`src/rtl/mem_port_arbiter_if.sv`:
```
// Signal bundle shared by the memory-port arbiter, the IF/MEM requesters and the SRAM-like bus.
// The slave view is the arbiter; the master view is everything around it.
interface mem_port_arbiter_if;
  logic        inst_req;
  logic [31:0] inst_addr;
  logic        inst_addr_ok;
  logic        inst_data_ok;
  logic [31:0] inst_rdata;

  logic        data_req;
  logic        data_wr;
  logic [3:0]  data_wen;
  logic [31:0] data_addr;
  logic [31:0] data_wdata;
  logic        data_addr_ok;
  logic        data_data_ok;
  logic [31:0] data_rdata;

  logic        mem_req;
  logic        mem_wr;
  logic [3:0]  mem_wen;
  logic [31:0] mem_addr;
  logic [31:0] mem_wdata;
  logic        mem_addr_ok;
  logic        mem_data_ok;
  logic [31:0] mem_rdata;

  logic        stallreq_for_inst;
  logic        stallreq_for_data;

  modport slave (
    input  inst_req, inst_addr,
    input  data_req, data_wr, data_wen, data_addr, data_wdata,
    input  mem_addr_ok, mem_data_ok, mem_rdata,
    output inst_addr_ok, inst_data_ok, inst_rdata,
    output data_addr_ok, data_data_ok, data_rdata,
    output mem_req, mem_wr, mem_wen, mem_addr, mem_wdata,
    output stallreq_for_inst, stallreq_for_data
  );

  modport master (
    output inst_req, inst_addr,
    output data_req, data_wr, data_wen, data_addr, data_wdata,
    output mem_addr_ok, mem_data_ok, mem_rdata,
    input  inst_addr_ok, inst_data_ok, inst_rdata,
    input  data_addr_ok, data_data_ok, data_rdata,
    input  mem_req, mem_wr, mem_wen, mem_addr, mem_wdata,
    input  stallreq_for_inst, stallreq_for_data
  );
endinterface

```
`src/rtl/mem_port_arbiter.sv`:
```
// Shares one SRAM-like memory port between instruction fetch and load/store, one transaction
// at a time, with data priority bounded by a starvation limit on pending fetches.
module mem_port_arbiter #(
  parameter int STARVE_LIMIT = 2
) (
  input logic          clk,
  input logic          rst,
  mem_port_arbiter_if.slave port
);

  typedef enum logic [1:0] {
    S_IDLE = 2'd0,
    S_ADDR = 2'd1,
    S_DATA = 2'd2
  } state_e;

  localparam logic       OWN_INST   = 1'b0;
  localparam logic       OWN_DATA   = 1'b1;
  localparam logic [1:0] STREAK_MAX = 2'(STARVE_LIMIT);

  function automatic logic [1:0] sat_inc(input logic [1:0] v);
    return (v < STREAK_MAX) ? v + 2'd1 : STREAK_MAX;
  endfunction

  state_e      state_q, state_d;
  logic        owner_q, owner_d;
  logic [1:0]  streak_q, streak_d;
  logic [31:0] addr_q, addr_d;
  logic        wr_q, wr_d;
  logic [3:0]  wen_q, wen_d;
  logic [31:0] wdata_q, wdata_d;
  logic        inst_cpl_q, inst_cpl_d;
  logic        data_cpl_q, data_cpl_d;
  logic [31:0] inst_rdata_q, inst_rdata_d;
  logic [31:0] data_rdata_q, data_rdata_d;

  logic grant_inst, grant_data, grant_any;
  logic bus_done;
  logic inst_busy, data_busy;

  // Grants are only issued from IDLE; a reset cycle never grants.
  always_comb begin
    grant_inst = 1'b0;
    grant_data = 1'b0;
    if (!rst && state_q == S_IDLE) begin
      if (port.data_req && (!port.inst_req || streak_q < STREAK_MAX)) begin
        grant_data = 1'b1;
      end else if (port.inst_req) begin
        grant_inst = 1'b1;
      end
    end
  end

  assign grant_any = grant_inst | grant_data;
  assign bus_done  = (state_q == S_DATA) && port.mem_data_ok;

  always_ff @(posedge clk) begin
    if (rst) begin
      state_q <= S_IDLE;
    end else begin
      state_q <= state_d;
    end
  end

  always_comb begin
    state_d = state_q;
    case (state_q)
      S_IDLE:  if (grant_any)        state_d = S_ADDR;
      S_ADDR:  if (port.mem_addr_ok) state_d = S_DATA;
      S_DATA:  if (port.mem_data_ok) state_d = S_IDLE;
      default:                       state_d = S_IDLE;
    endcase
  end

  always_comb begin
    port.mem_req   = 1'b0;
    port.mem_wr    = 1'b0;
    port.mem_wen   = 4'd0;
    port.mem_addr  = 32'd0;
    port.mem_wdata = 32'd0;
    if (state_q == S_ADDR) begin
      port.mem_req   = 1'b1;
      port.mem_wr    = wr_q;
      port.mem_wen   = wen_q;
      port.mem_addr  = addr_q;
      port.mem_wdata = wdata_q;
    end
  end

  assign port.inst_addr_ok = grant_inst;
  assign port.data_addr_ok = grant_data;
  assign port.inst_data_ok = inst_cpl_q;
  assign port.data_data_ok = data_cpl_q;
  assign port.inst_rdata   = inst_rdata_q;
  assign port.data_rdata   = data_rdata_q;

  // Request capture: only stores carry byte enables and write data onto the bus.
  always_comb begin
    owner_d = owner_q;
    addr_d  = addr_q;
    wr_d    = wr_q;
    wen_d   = wen_q;
    wdata_d = wdata_q;
    if (grant_data) begin
      owner_d = OWN_DATA;
      addr_d  = port.data_addr;
      wr_d    = port.data_wr;
      wen_d   = port.data_wr ? port.data_wen   : 4'd0;
      wdata_d = port.data_wr ? port.data_wdata : 32'd0;
    end else if (grant_inst) begin
      owner_d = OWN_INST;
      addr_d  = port.inst_addr;
      wr_d    = 1'b0;
      wen_d   = 4'd0;
      wdata_d = 32'd0;
    end
  end

  always_comb begin
    streak_d = streak_q;
    if (grant_data) begin
      streak_d = port.inst_req ? sat_inc(streak_q) : 2'd0;
    end else if (grant_inst) begin
      streak_d = 2'd0;
    end
  end

  // Completion is reported one cycle after the bus ack; stores keep the last read word.
  always_comb begin
    inst_cpl_d   = bus_done && (owner_q == OWN_INST);
    data_cpl_d   = bus_done && (owner_q == OWN_DATA);
    inst_rdata_d = inst_rdata_q;
    data_rdata_d = data_rdata_q;
    if (bus_done && !wr_q) begin
      if (owner_q == OWN_INST) begin
        inst_rdata_d = port.mem_rdata;
      end else begin
        data_rdata_d = port.mem_rdata;
      end
    end
  end

  always_ff @(posedge clk) begin
    if (rst) begin
      owner_q      <= OWN_INST;
      streak_q     <= 2'd0;
      inst_cpl_q   <= 1'b0;
      data_cpl_q   <= 1'b0;
      inst_rdata_q <= 32'd0;
      data_rdata_q <= 32'd0;
    end else begin
      owner_q      <= owner_d;
      streak_q     <= streak_d;
      inst_cpl_q   <= inst_cpl_d;
      data_cpl_q   <= data_cpl_d;
      inst_rdata_q <= inst_rdata_d;
      data_rdata_q <= data_rdata_d;
    end
  end

  always_ff @(posedge clk) begin
    addr_q  <= addr_d;
    wr_q    <= wr_d;
    wen_q   <= wen_d;
    wdata_q <= wdata_d;
  end

  // The owner stays busy through the ack cycle, so the pending-completion window is covered
  // and the stall drops exactly when X_data_ok pulses.
  assign inst_busy = (state_q != S_IDLE) && (owner_q == OWN_INST);
  assign data_busy = (state_q != S_IDLE) && (owner_q == OWN_DATA);

  assign port.stallreq_for_inst = (port.inst_req & ~grant_inst) | grant_inst | inst_busy;
  assign port.stallreq_for_data = (port.data_req & ~grant_data) | grant_data | data_busy;

endmodule

```
`src/flat_wrapper.sv`:
```
// flat-port wrapper written by rule: the top's interface ports become plain ports
module mem_port_arbiter_flat 
#(
  parameter int STARVE_LIMIT = 2
)
  (clk, rst, port_inst_req, port_inst_addr, port_data_req, port_data_wr, port_data_wen, port_data_addr, port_data_wdata, port_mem_addr_ok, port_mem_data_ok, port_mem_rdata, port_inst_addr_ok, port_inst_data_ok, port_inst_rdata, port_data_addr_ok, port_data_data_ok, port_data_rdata, port_mem_req, port_mem_wr, port_mem_wen, port_mem_addr, port_mem_wdata, port_stallreq_for_inst, port_stallreq_for_data);
  mem_port_arbiter_if port_i ();
  input logic clk;
  input logic rst;
  input wire logic [$bits(port_i.inst_req)-1:0] port_inst_req;
  input wire logic [$bits(port_i.inst_addr)-1:0] port_inst_addr;
  input wire logic [$bits(port_i.data_req)-1:0] port_data_req;
  input wire logic [$bits(port_i.data_wr)-1:0] port_data_wr;
  input wire logic [$bits(port_i.data_wen)-1:0] port_data_wen;
  input wire logic [$bits(port_i.data_addr)-1:0] port_data_addr;
  input wire logic [$bits(port_i.data_wdata)-1:0] port_data_wdata;
  input wire logic [$bits(port_i.mem_addr_ok)-1:0] port_mem_addr_ok;
  input wire logic [$bits(port_i.mem_data_ok)-1:0] port_mem_data_ok;
  input wire logic [$bits(port_i.mem_rdata)-1:0] port_mem_rdata;
  output wire logic [$bits(port_i.inst_addr_ok)-1:0] port_inst_addr_ok;
  output wire logic [$bits(port_i.inst_data_ok)-1:0] port_inst_data_ok;
  output wire logic [$bits(port_i.inst_rdata)-1:0] port_inst_rdata;
  output wire logic [$bits(port_i.data_addr_ok)-1:0] port_data_addr_ok;
  output wire logic [$bits(port_i.data_data_ok)-1:0] port_data_data_ok;
  output wire logic [$bits(port_i.data_rdata)-1:0] port_data_rdata;
  output wire logic [$bits(port_i.mem_req)-1:0] port_mem_req;
  output wire logic [$bits(port_i.mem_wr)-1:0] port_mem_wr;
  output wire logic [$bits(port_i.mem_wen)-1:0] port_mem_wen;
  output wire logic [$bits(port_i.mem_addr)-1:0] port_mem_addr;
  output wire logic [$bits(port_i.mem_wdata)-1:0] port_mem_wdata;
  output wire logic [$bits(port_i.stallreq_for_inst)-1:0] port_stallreq_for_inst;
  output wire logic [$bits(port_i.stallreq_for_data)-1:0] port_stallreq_for_data;
  assign port_i.inst_req = port_inst_req;
  assign port_i.inst_addr = port_inst_addr;
  assign port_i.data_req = port_data_req;
  assign port_i.data_wr = port_data_wr;
  assign port_i.data_wen = port_data_wen;
  assign port_i.data_addr = port_data_addr;
  assign port_i.data_wdata = port_data_wdata;
  assign port_i.mem_addr_ok = port_mem_addr_ok;
  assign port_i.mem_data_ok = port_mem_data_ok;
  assign port_i.mem_rdata = port_mem_rdata;
  assign port_inst_addr_ok = port_i.inst_addr_ok;
  assign port_inst_data_ok = port_i.inst_data_ok;
  assign port_inst_rdata = port_i.inst_rdata;
  assign port_data_addr_ok = port_i.data_addr_ok;
  assign port_data_data_ok = port_i.data_data_ok;
  assign port_data_rdata = port_i.data_rdata;
  assign port_mem_req = port_i.mem_req;
  assign port_mem_wr = port_i.mem_wr;
  assign port_mem_wen = port_i.mem_wen;
  assign port_mem_addr = port_i.mem_addr;
  assign port_mem_wdata = port_i.mem_wdata;
  assign port_stallreq_for_inst = port_i.stallreq_for_inst;
  assign port_stallreq_for_data = port_i.stallreq_for_data;
  mem_port_arbiter #(.STARVE_LIMIT(STARVE_LIMIT)) u_core (.clk(clk), .rst(rst), .port(port_i));
endmodule
```
`config.mk`:
```
export PLATFORM = sky130hd
export DESIGN_NAME = mem_port_arbiter_flat
export DESIGN_NICKNAME = d
export VERILOG_FILES = /design/src/rtl/mem_port_arbiter_if.sv /design/src/rtl/mem_port_arbiter.sv /design/src/flat_wrapper.sv
export SDC_FILE = /design/constraint.sdc
export NUM_CORES = 1
export LEC_CHECK = 0
export BUFFER_PORTS_ARGS = -buffer_cell sky130_fd_sc_hd__buf_2
export CAP_MARGIN = 15
export CORE_ASPECT_RATIO = 0.9
export CORE_UTILIZATION = 35
export CTS_BUF_LIST = sky130_fd_sc_hd__clkbuf_16
export CTS_CLUSTER_SIZE = 20
export DETAILED_ROUTE_END_ITERATION = 12
export PLACE_DENSITY_LB_ADDON = 0.1
export SYNTH_ARGS = -nofsm -noshare
export SYNTH_HDL_FRONTEND = slang
export SYNTH_SLANG_ARGS = --single-unit
```
`constraint.sdc`:
```
create_clock -name clk -period 13.1 [get_ports clk]
set_input_delay 2.62 -clock clk [delete_from_list [all_inputs] [get_ports clk]]
set_output_delay 2.62 -clock clk [all_outputs]
set_load 0.02 [all_outputs]
```
==> results of run 1 <==
worst max-delay path, stage by stage:
cell	delay, ns
buf_2	0.21
a2111oi_4	0.36
buf_4	0.64
buf_2	0.29
kinds of logic (layout without fill, tap and decap cells):
kind of cell / after synthesis / count (layout)
AND/OR/NAND/NOR: 223 / 223
flip-flops: 140 / 140
multiplexers: 96 / 96
buffers and inverters: 38 / 317
AO/OA/AOI/OAI: 10 / 10
worst min path at each step:
| stage | slack (ns) | cells after the start | start | to |
|---|---|---|---|---|
| 2_1_floorplan | 0.45 | 2 | u_core.streak_q[0] | u_core.streak_q[1] |
| 3_3_place_gp | 0.46 | 2 | u_core.port.inst_rdata[29] | u_core.port.inst_rdata[29] |
| 3_5_place_dp | 0.46 | 2 | u_core.port.inst_rdata[11] | u_core.port.inst_rdata[11] |
| 4_1_cts | 0.47 | 2 | u_core.port.inst_rdata[11] | u_core.port.inst_rdata[11] |
| 5_1_grt | 0.49 | 2 | u_core.port.inst_rdata[25] | u_core.port.inst_rdata[25] |
| 6_report | 0.47 | 2 | u_core.port.data_rdata[1] | u_core.port.data_rdata[1] |
sequential cells by signal, summed over array words and instances, names as in the netlist:
name / count
u_core.addr_q: 32
u_core.owner_q: 1
u_core.port.data_data_ok: 1
u_core.port.data_rdata: 32
u_core.port.inst_data_ok: 1
u_core.port.inst_rdata: 32
u_core.state_q: 2
u_core.streak_q: 2
u_core.wdata_q: 32
u_core.wen_q: 4
u_core.wr_q: 1
power groups by stage:
stage | clock network [mW] | registers (mW) | logic (mW)
after global routing | 0.547 | 0.486 | 0.134
after CTS | 0.526 | 0.484 | 0.124
after global placement | 0 | 0.493 | 0.122
after floorplan | 0 | 0.495 | 0.0739
after detailed placement | 0 | 0.493 | 0.124
final | 0.513 | 0.484 | 0.122
metal layers:
| metal | global-route usage | share of wire |
|---|---|---|
| met5 | 0 | 0 |
| met4 | 0.0607 | 0.019 |
| met1 | 0.192 | 0.41 |
| met3 | 0.0654 | 0.070 |
| met2 | 0.293 | 0.50 |
cell type report:
class / count / area share
Clock buffer: 17 / 0.0510
Clock inverter: 15 / 0.0247
Inverter: 2 / 0.000900
Multi-Input combinational cell: 329 / 0.298
Sequential cell: 140 / 0.419
Tap cell: 235 / 0.0352
Timing Repair Buffer: 283 / 0.171
cell usage in the layout, fill, tap and decap left out:
cell type   Yosys  routed
o21bai_1        1       1
clkinv_4        0       2
edfxtp_1       69      69
or2_1           1       1
o21ai_0         2       2
bufinv_16       0       5
nand3b_1        2       2
clkbuf_16       0      17
nand2b_1       97      97
buf_2           8     278
nor3b_1         2       2
a2111oi_4       1       1
a2111oi_0       1       1
inv_1           2       5
or3_1           2       1
and3_1         36      36
clkinvlp_4      0       2
or3_2           0       1
mux2i_1        64      64
buf_4           1       5
nor3_1          5       3
nor3_2          0       2
and2_1         70      70
a21oi_1         3       3
and3b_1         1       1
mux2_1          1       1
nand3_1         1       1
a21o_1          2       2
clkinv_2        0       1
nor2b_1         2       1
mux2_2         31      31
nor2b_4         0       1
dfxtp_1        71      71
clkinv_1        0       2
nor2_1          4       4
per-stage QoR:
step | power (mW) | std cells | setup slack, ns | area, um2 | hold WS [ns]
finish | 1.12 | 1021 | 6.32 | 8340 | 0.470
global route | 1.17 | 1021 | 6.19 | 8340 | 0.487
CTS | 1.13 | 1021 | 6.29 | 8340 | 0.474
detailed placement | 0.617 | 989 | 6.33 | 7710 | 0.461
global placement | 0.615 | 989 | 6.35 | 7710 | 0.456
floorplan | 0.569 | 507 | 4.81 | 6140 | 0.452
==> results.toml, run 1 <==
[layout]
num_antenna_cells = 0
area.growth.synth_to_final_pct = 35.9
area.sequential_um2 = 3490
final_layout_size_suffix_gt1_frac = 0.440
multiInputGateArea_um2 = 2490
fin_util = 0.491
nFillCells = 1624
fin_nets = 912

[logic_synthesis]
synth_commonest_cells = "97 x nand2b_1, 71 x dfxtp_1, 70 x and2_1, 69 x edfxtp_1, 64 x mux2i_1"
syn-cell-area_um2 = 6140
synth_compound_area_frac = 0.0136
yosys.area.top_type = "edfxtp_1"
syn_inst = 507
syn-num-nets = 646
synth_fa_ha_area_frac = 0
async_flop_share = 0
syn_area_per_cell_um2 = 12.1
synth_ff_type = "dfxtp_1"
yosys.area_share.simple = 0.226
synth.area.top_cells = "edfxtp_1 34%, dfxtp_1 23%, mux2i_1 10%"
synth_cell_type_count = 28
synth-seq-area-share = 0.569
synthMuxAreaShare = 0.163
synth.most_common_cell = "nand2b_1"
synth_edf_count = 69
synth_seq_cells = 140
synth_xor_area_frac = 0
synth_top_family_by_area = "simple AND/OR/NAND/NOR gates"
synth_top_area_frac = 0.337
yosys_warnings = 0

[timing]
worst_slew_pin_slew_ns = 0.996
period_share = 0.517
fin_setup_tns_ns = 0
slew_headroom = 0.336
setup_violations = 0
skew_ns = 0.00514
final_hold_viol_count = 0
slew_viol_final = 0
finalCriticalPeriod_ns = 6.78
rsz0062_at_grt = "false"
fmax_ghz = 0.148

[worst_setup_path]
r2r-start = "u_core.state_q[1]"
worstReg2RegEnd = "u_core.addr_q[4]"
worstSetupStartpointType = "primary input"
cp-end-kind = "output pin"
ff2ff_path_depth = 4
cp.required_ns = 10.48
r2r_slack_ns = 10.72
crit_end = "port_data_addr_ok"
crit_fanout = 71
crit_start = "rst"
crit_type = "in2out"
crit_arrival_ns = 4.16

[cts]
cts_sinks = 140
insertion_delay_ns = 0.41
cts.clk_slew.worst_paths_ns = 0.06
cts_made_buffers = 17
cts_tree = "built"
postCtsSetupBuffers = 0
cts_hold_buffers = 0
cts_resized = 0
htreeDepth = 4
cts_max_path_buffers = 2
root_buffer = "clkbuf_16"

[grt]
grt_pass1_wl_um = 23600
grt.total_usage = 0.170
antenna_found_initial = 0
grt_max_degree = 89
grt_pass1_vias = 4624
grt_overflow = 0

[run]
max-cap-violations = 0

[placement]
hpwl_um = 10600
port_buffers = 278
gp_congestion = 0.773

[power_and_ir_drop]
power_frac_comb = 0.109
p_per_area_nw_per_um2 = 134
sw_frac_of_total = 0.226
ir_drop_mv = 0.0832
p_seq_frac = 0.433
switching_power_uw = 253
p_leak_nw = 3.99
p_clk_frac = 0.458
internal_power_uw = 866

[detailed_routing]
drt_iter0_drc = 199
vias_per_cell = 4.54
drt_first_pass_iters = 4
drt_wl_total_um = 15300
wl_per_cell_um = 15.0
via_count = 4632
drc = 0
ant_nets = 0

[floorplan]
io_pins = 279
start_util = 0.361
rows = 45
core_region_area_um2 = 17000
die_x_um = 142
die-area_um2 = 18100
die-height_um = 128

[worst_hold_path]
hold_path_class = "reg2reg"

[status]
status = "completed"
Note: power is estimated with default switching activity, not from simulation.
==> run 2: changes to the inputs <==
ABC_AREA = 1   (was default)
clock period = 7 ns   (was 13.1 ns; I/O delays follow)
==> results.toml, run 2 <==
[logic_synthesis]
syn-num-nets = 926
syn_area_per_cell_um2 = 7.77
synthMuxAreaShare = 0
synth.area.top_cells = "edfxtp_1 34%, dfxtp_1 23%, nand2_1 12%"
async_flop_share = 0
yosys.area.top_type = "edfxtp_1"
synth_cell_type_count = 23
synth_ff_type = "dfxtp_1"
yosys_warnings = 0
synth.most_common_cell = "nand2_1"
synth_top_family_by_area = "simple AND/OR/NAND/NOR gates"
syn-cell-area_um2 = 6120
synth_seq_cells = 140
synth_commonest_cells = "203 x nand2_1, 176 x nor2_1, 144 x inv_1, 71 x dfxtp_1, 69 x edfxtp_1"
synth_xor_area_frac = 0
synth-seq-area-share = 0.571
synth_compound_area_frac = 0.0323
synth_fa_ha_area_frac = 0
syn_inst = 787
yosys.area_share.simple = 0.273
synth_edf_count = 69
synth_top_area_frac = 0.339

[timing]
final_hold_viol_count = 0
hold_slack_ns = 0.459
worst_slew_pin_slew_ns = 1.13
fmax_ghz = 0.210
skew_ns = 0.00759
fin_setup_tns_ns = 0
slew_headroom = 0.244
slew_viol_final = 0
finalCriticalPeriod_ns = 4.76
period_share = 0.680
rsz0062_at_grt = "false"
setup_violations = 0

[power_and_ir_drop]
p_per_area_nw_per_um2 = 243
ir_drop_mv = 0.164
finalPower_mw = 1.99
p_leak_nw = 4.40

[status]
status = "completed"

[cts]
cts_tree = "built"
cts_max_path_buffers = 2
cts_resized = 0
htreeDepth = 4
cts.clk_slew.worst_paths_ns = 0.06
cts_made_buffers = 17
root_buffer = "clkbuf_16"
cts_hold_buffers = 0
postCtsSetupBuffers = 0
cts_sinks = 140
insertion_delay_ns = 0.41

[detailed_routing]
wl_met2_um = 7200
ant_nets = 0
drc = 0
top_layer = "met4"
drt_first_pass_iters = 4
wl_met3_um = 1630
drt_wl_total_um = 16600
via_count = 5535
wl_per_cell_um = 12.8
drt_iter0_drc = 211
m1WireLength_um = 7570
vias_per_cell = 4.26

[floorplan]
die-height_um = 127
die_x_um = 141
die-area_um2 = 18000
io_pins = 279
rows = 45
core_region_area_um2 = 17000
start_util = 0.360

[worst_setup_path]
crit_arrival_ns = 3.36
r2r-start = "u_core.state_q[1]"
r2r_slack_ns = 4.26
cp.required_ns = 5.60
crit_type = "in2out"
crit_start = "rst"
crit_fanout = 38
worstSetupStartpointType = "primary input"
crit_end = "port_data_addr_ok"
worstReg2RegEnd = "u_core.wdata_q[28]"
ff2ff_path_depth = 6
cp-end-kind = "output pin"

[placement]
hpwl_um = 11500
gp_congestion = 0.756
port_buffers = 278

[layout]
area.growth.synth_to_final_pct = 33.9
num_antenna_cells = 0
mostFrequentLayoutCells = "278 x buf_2, 203 x nand2_1, 176 x nor2_1"
fin_nets = 1190
nFillCells = 1810
mostFrequentLayoutCell = "buf_2"
multiInputGateArea_um2 = 1870
area.sequential_um2 = 3490
final_layout_size_suffix_gt1_frac = 0.304

[grt]
grt_overflow = 0
grt_pass1_vias = 5103
grt_max_degree = 70
grt.total_usage = 0.188
antenna_found_initial = 0
grt_pass1_wl_um = 26000

[run]
max-cap-violations = 0

[worst_hold_path]
hold_path_class = "reg2reg"
## run 2: cell count changes in the layout (fill, tap and decap cells not counted), moves of 64 or more
cell,delta
nand2b_1,-97
and2_1,-70
inv_1,+139
mux2i_1,-64
nor2_1,+172
nand2_1,+203
## run 2: how the worst min path moves through the flow
stage                                from                          to  slack [ns]  depth (start not counted)
2_1_floorplan          u_core.streak_q[0]          u_core.streak_q[0]        0.45                          2
3_3_place_gp    u_core.port.inst_rdata[5]   u_core.port.inst_rdata[5]        0.45                          2
3_5_place_dp   u_core.port.inst_rdata[28]  u_core.port.inst_rdata[28]        0.45                          2
4_1_cts        u_core.port.inst_rdata[28]  u_core.port.inst_rdata[28]        0.46                          2
5_1_grt        u_core.port.inst_rdata[21]  u_core.port.inst_rdata[21]        0.48                          2
6_report       u_core.port.inst_rdata[31]  u_core.port.inst_rdata[31]        0.46                          2
## run 2: where the power goes
group	switching (mW)	internal, mW
registers	0.0107	0.907
logic	0.157	0.0745
clock network	0.343	0.502
total	0.510	1.48
## run 2: metrics by stage
step / setup slack [ns] / cell area, um2 / cells / utilization
after floorplan: 3.38 / 6120 / 787 / -
after global placement: 2.24 / 7640 / 1267 / 0.449
after detailed placement: 2.24 / 7640 / 1267 / 0.449
after CTS: 2.24 / 8190 / 1299 / 0.482
after global routing: 2.06 / 8190 / 1299 / 0.482
final: 2.24 / 8190 / 1299 / 0.482
## run 2: cell families after synthesis
logic type	after synthesis
flops	140
compound gates	39
buf+inv	185
simple gates	423
## run 2: worst max-delay path, stage by stage
cell	delay, ns
buf_2	0.34
clkinv_1	0.11
buf_4	0.38
nand2_1	0.16
nor2_4	0.64
buf_2	0.30
## run 2: layout make-up
class / count / area share
Clock buffer: 18 / 0.0550
Clock inverter: 14 / 0.0125
Inverter: 147 / 0.0674
Multi-Input combinational cell: 462 / 0.228
Sequential cell: 140 / 0.426
Tap cell: 235 / 0.0359
Timing Repair Buffer: 283 / 0.174
## run 2: layer usage
metal  GRT usage  vias up
met4      0.0614        0
met2       0.290      208
li1            -     2876
met5           0        -
met3      0.0806       16
met1       0.237     2435
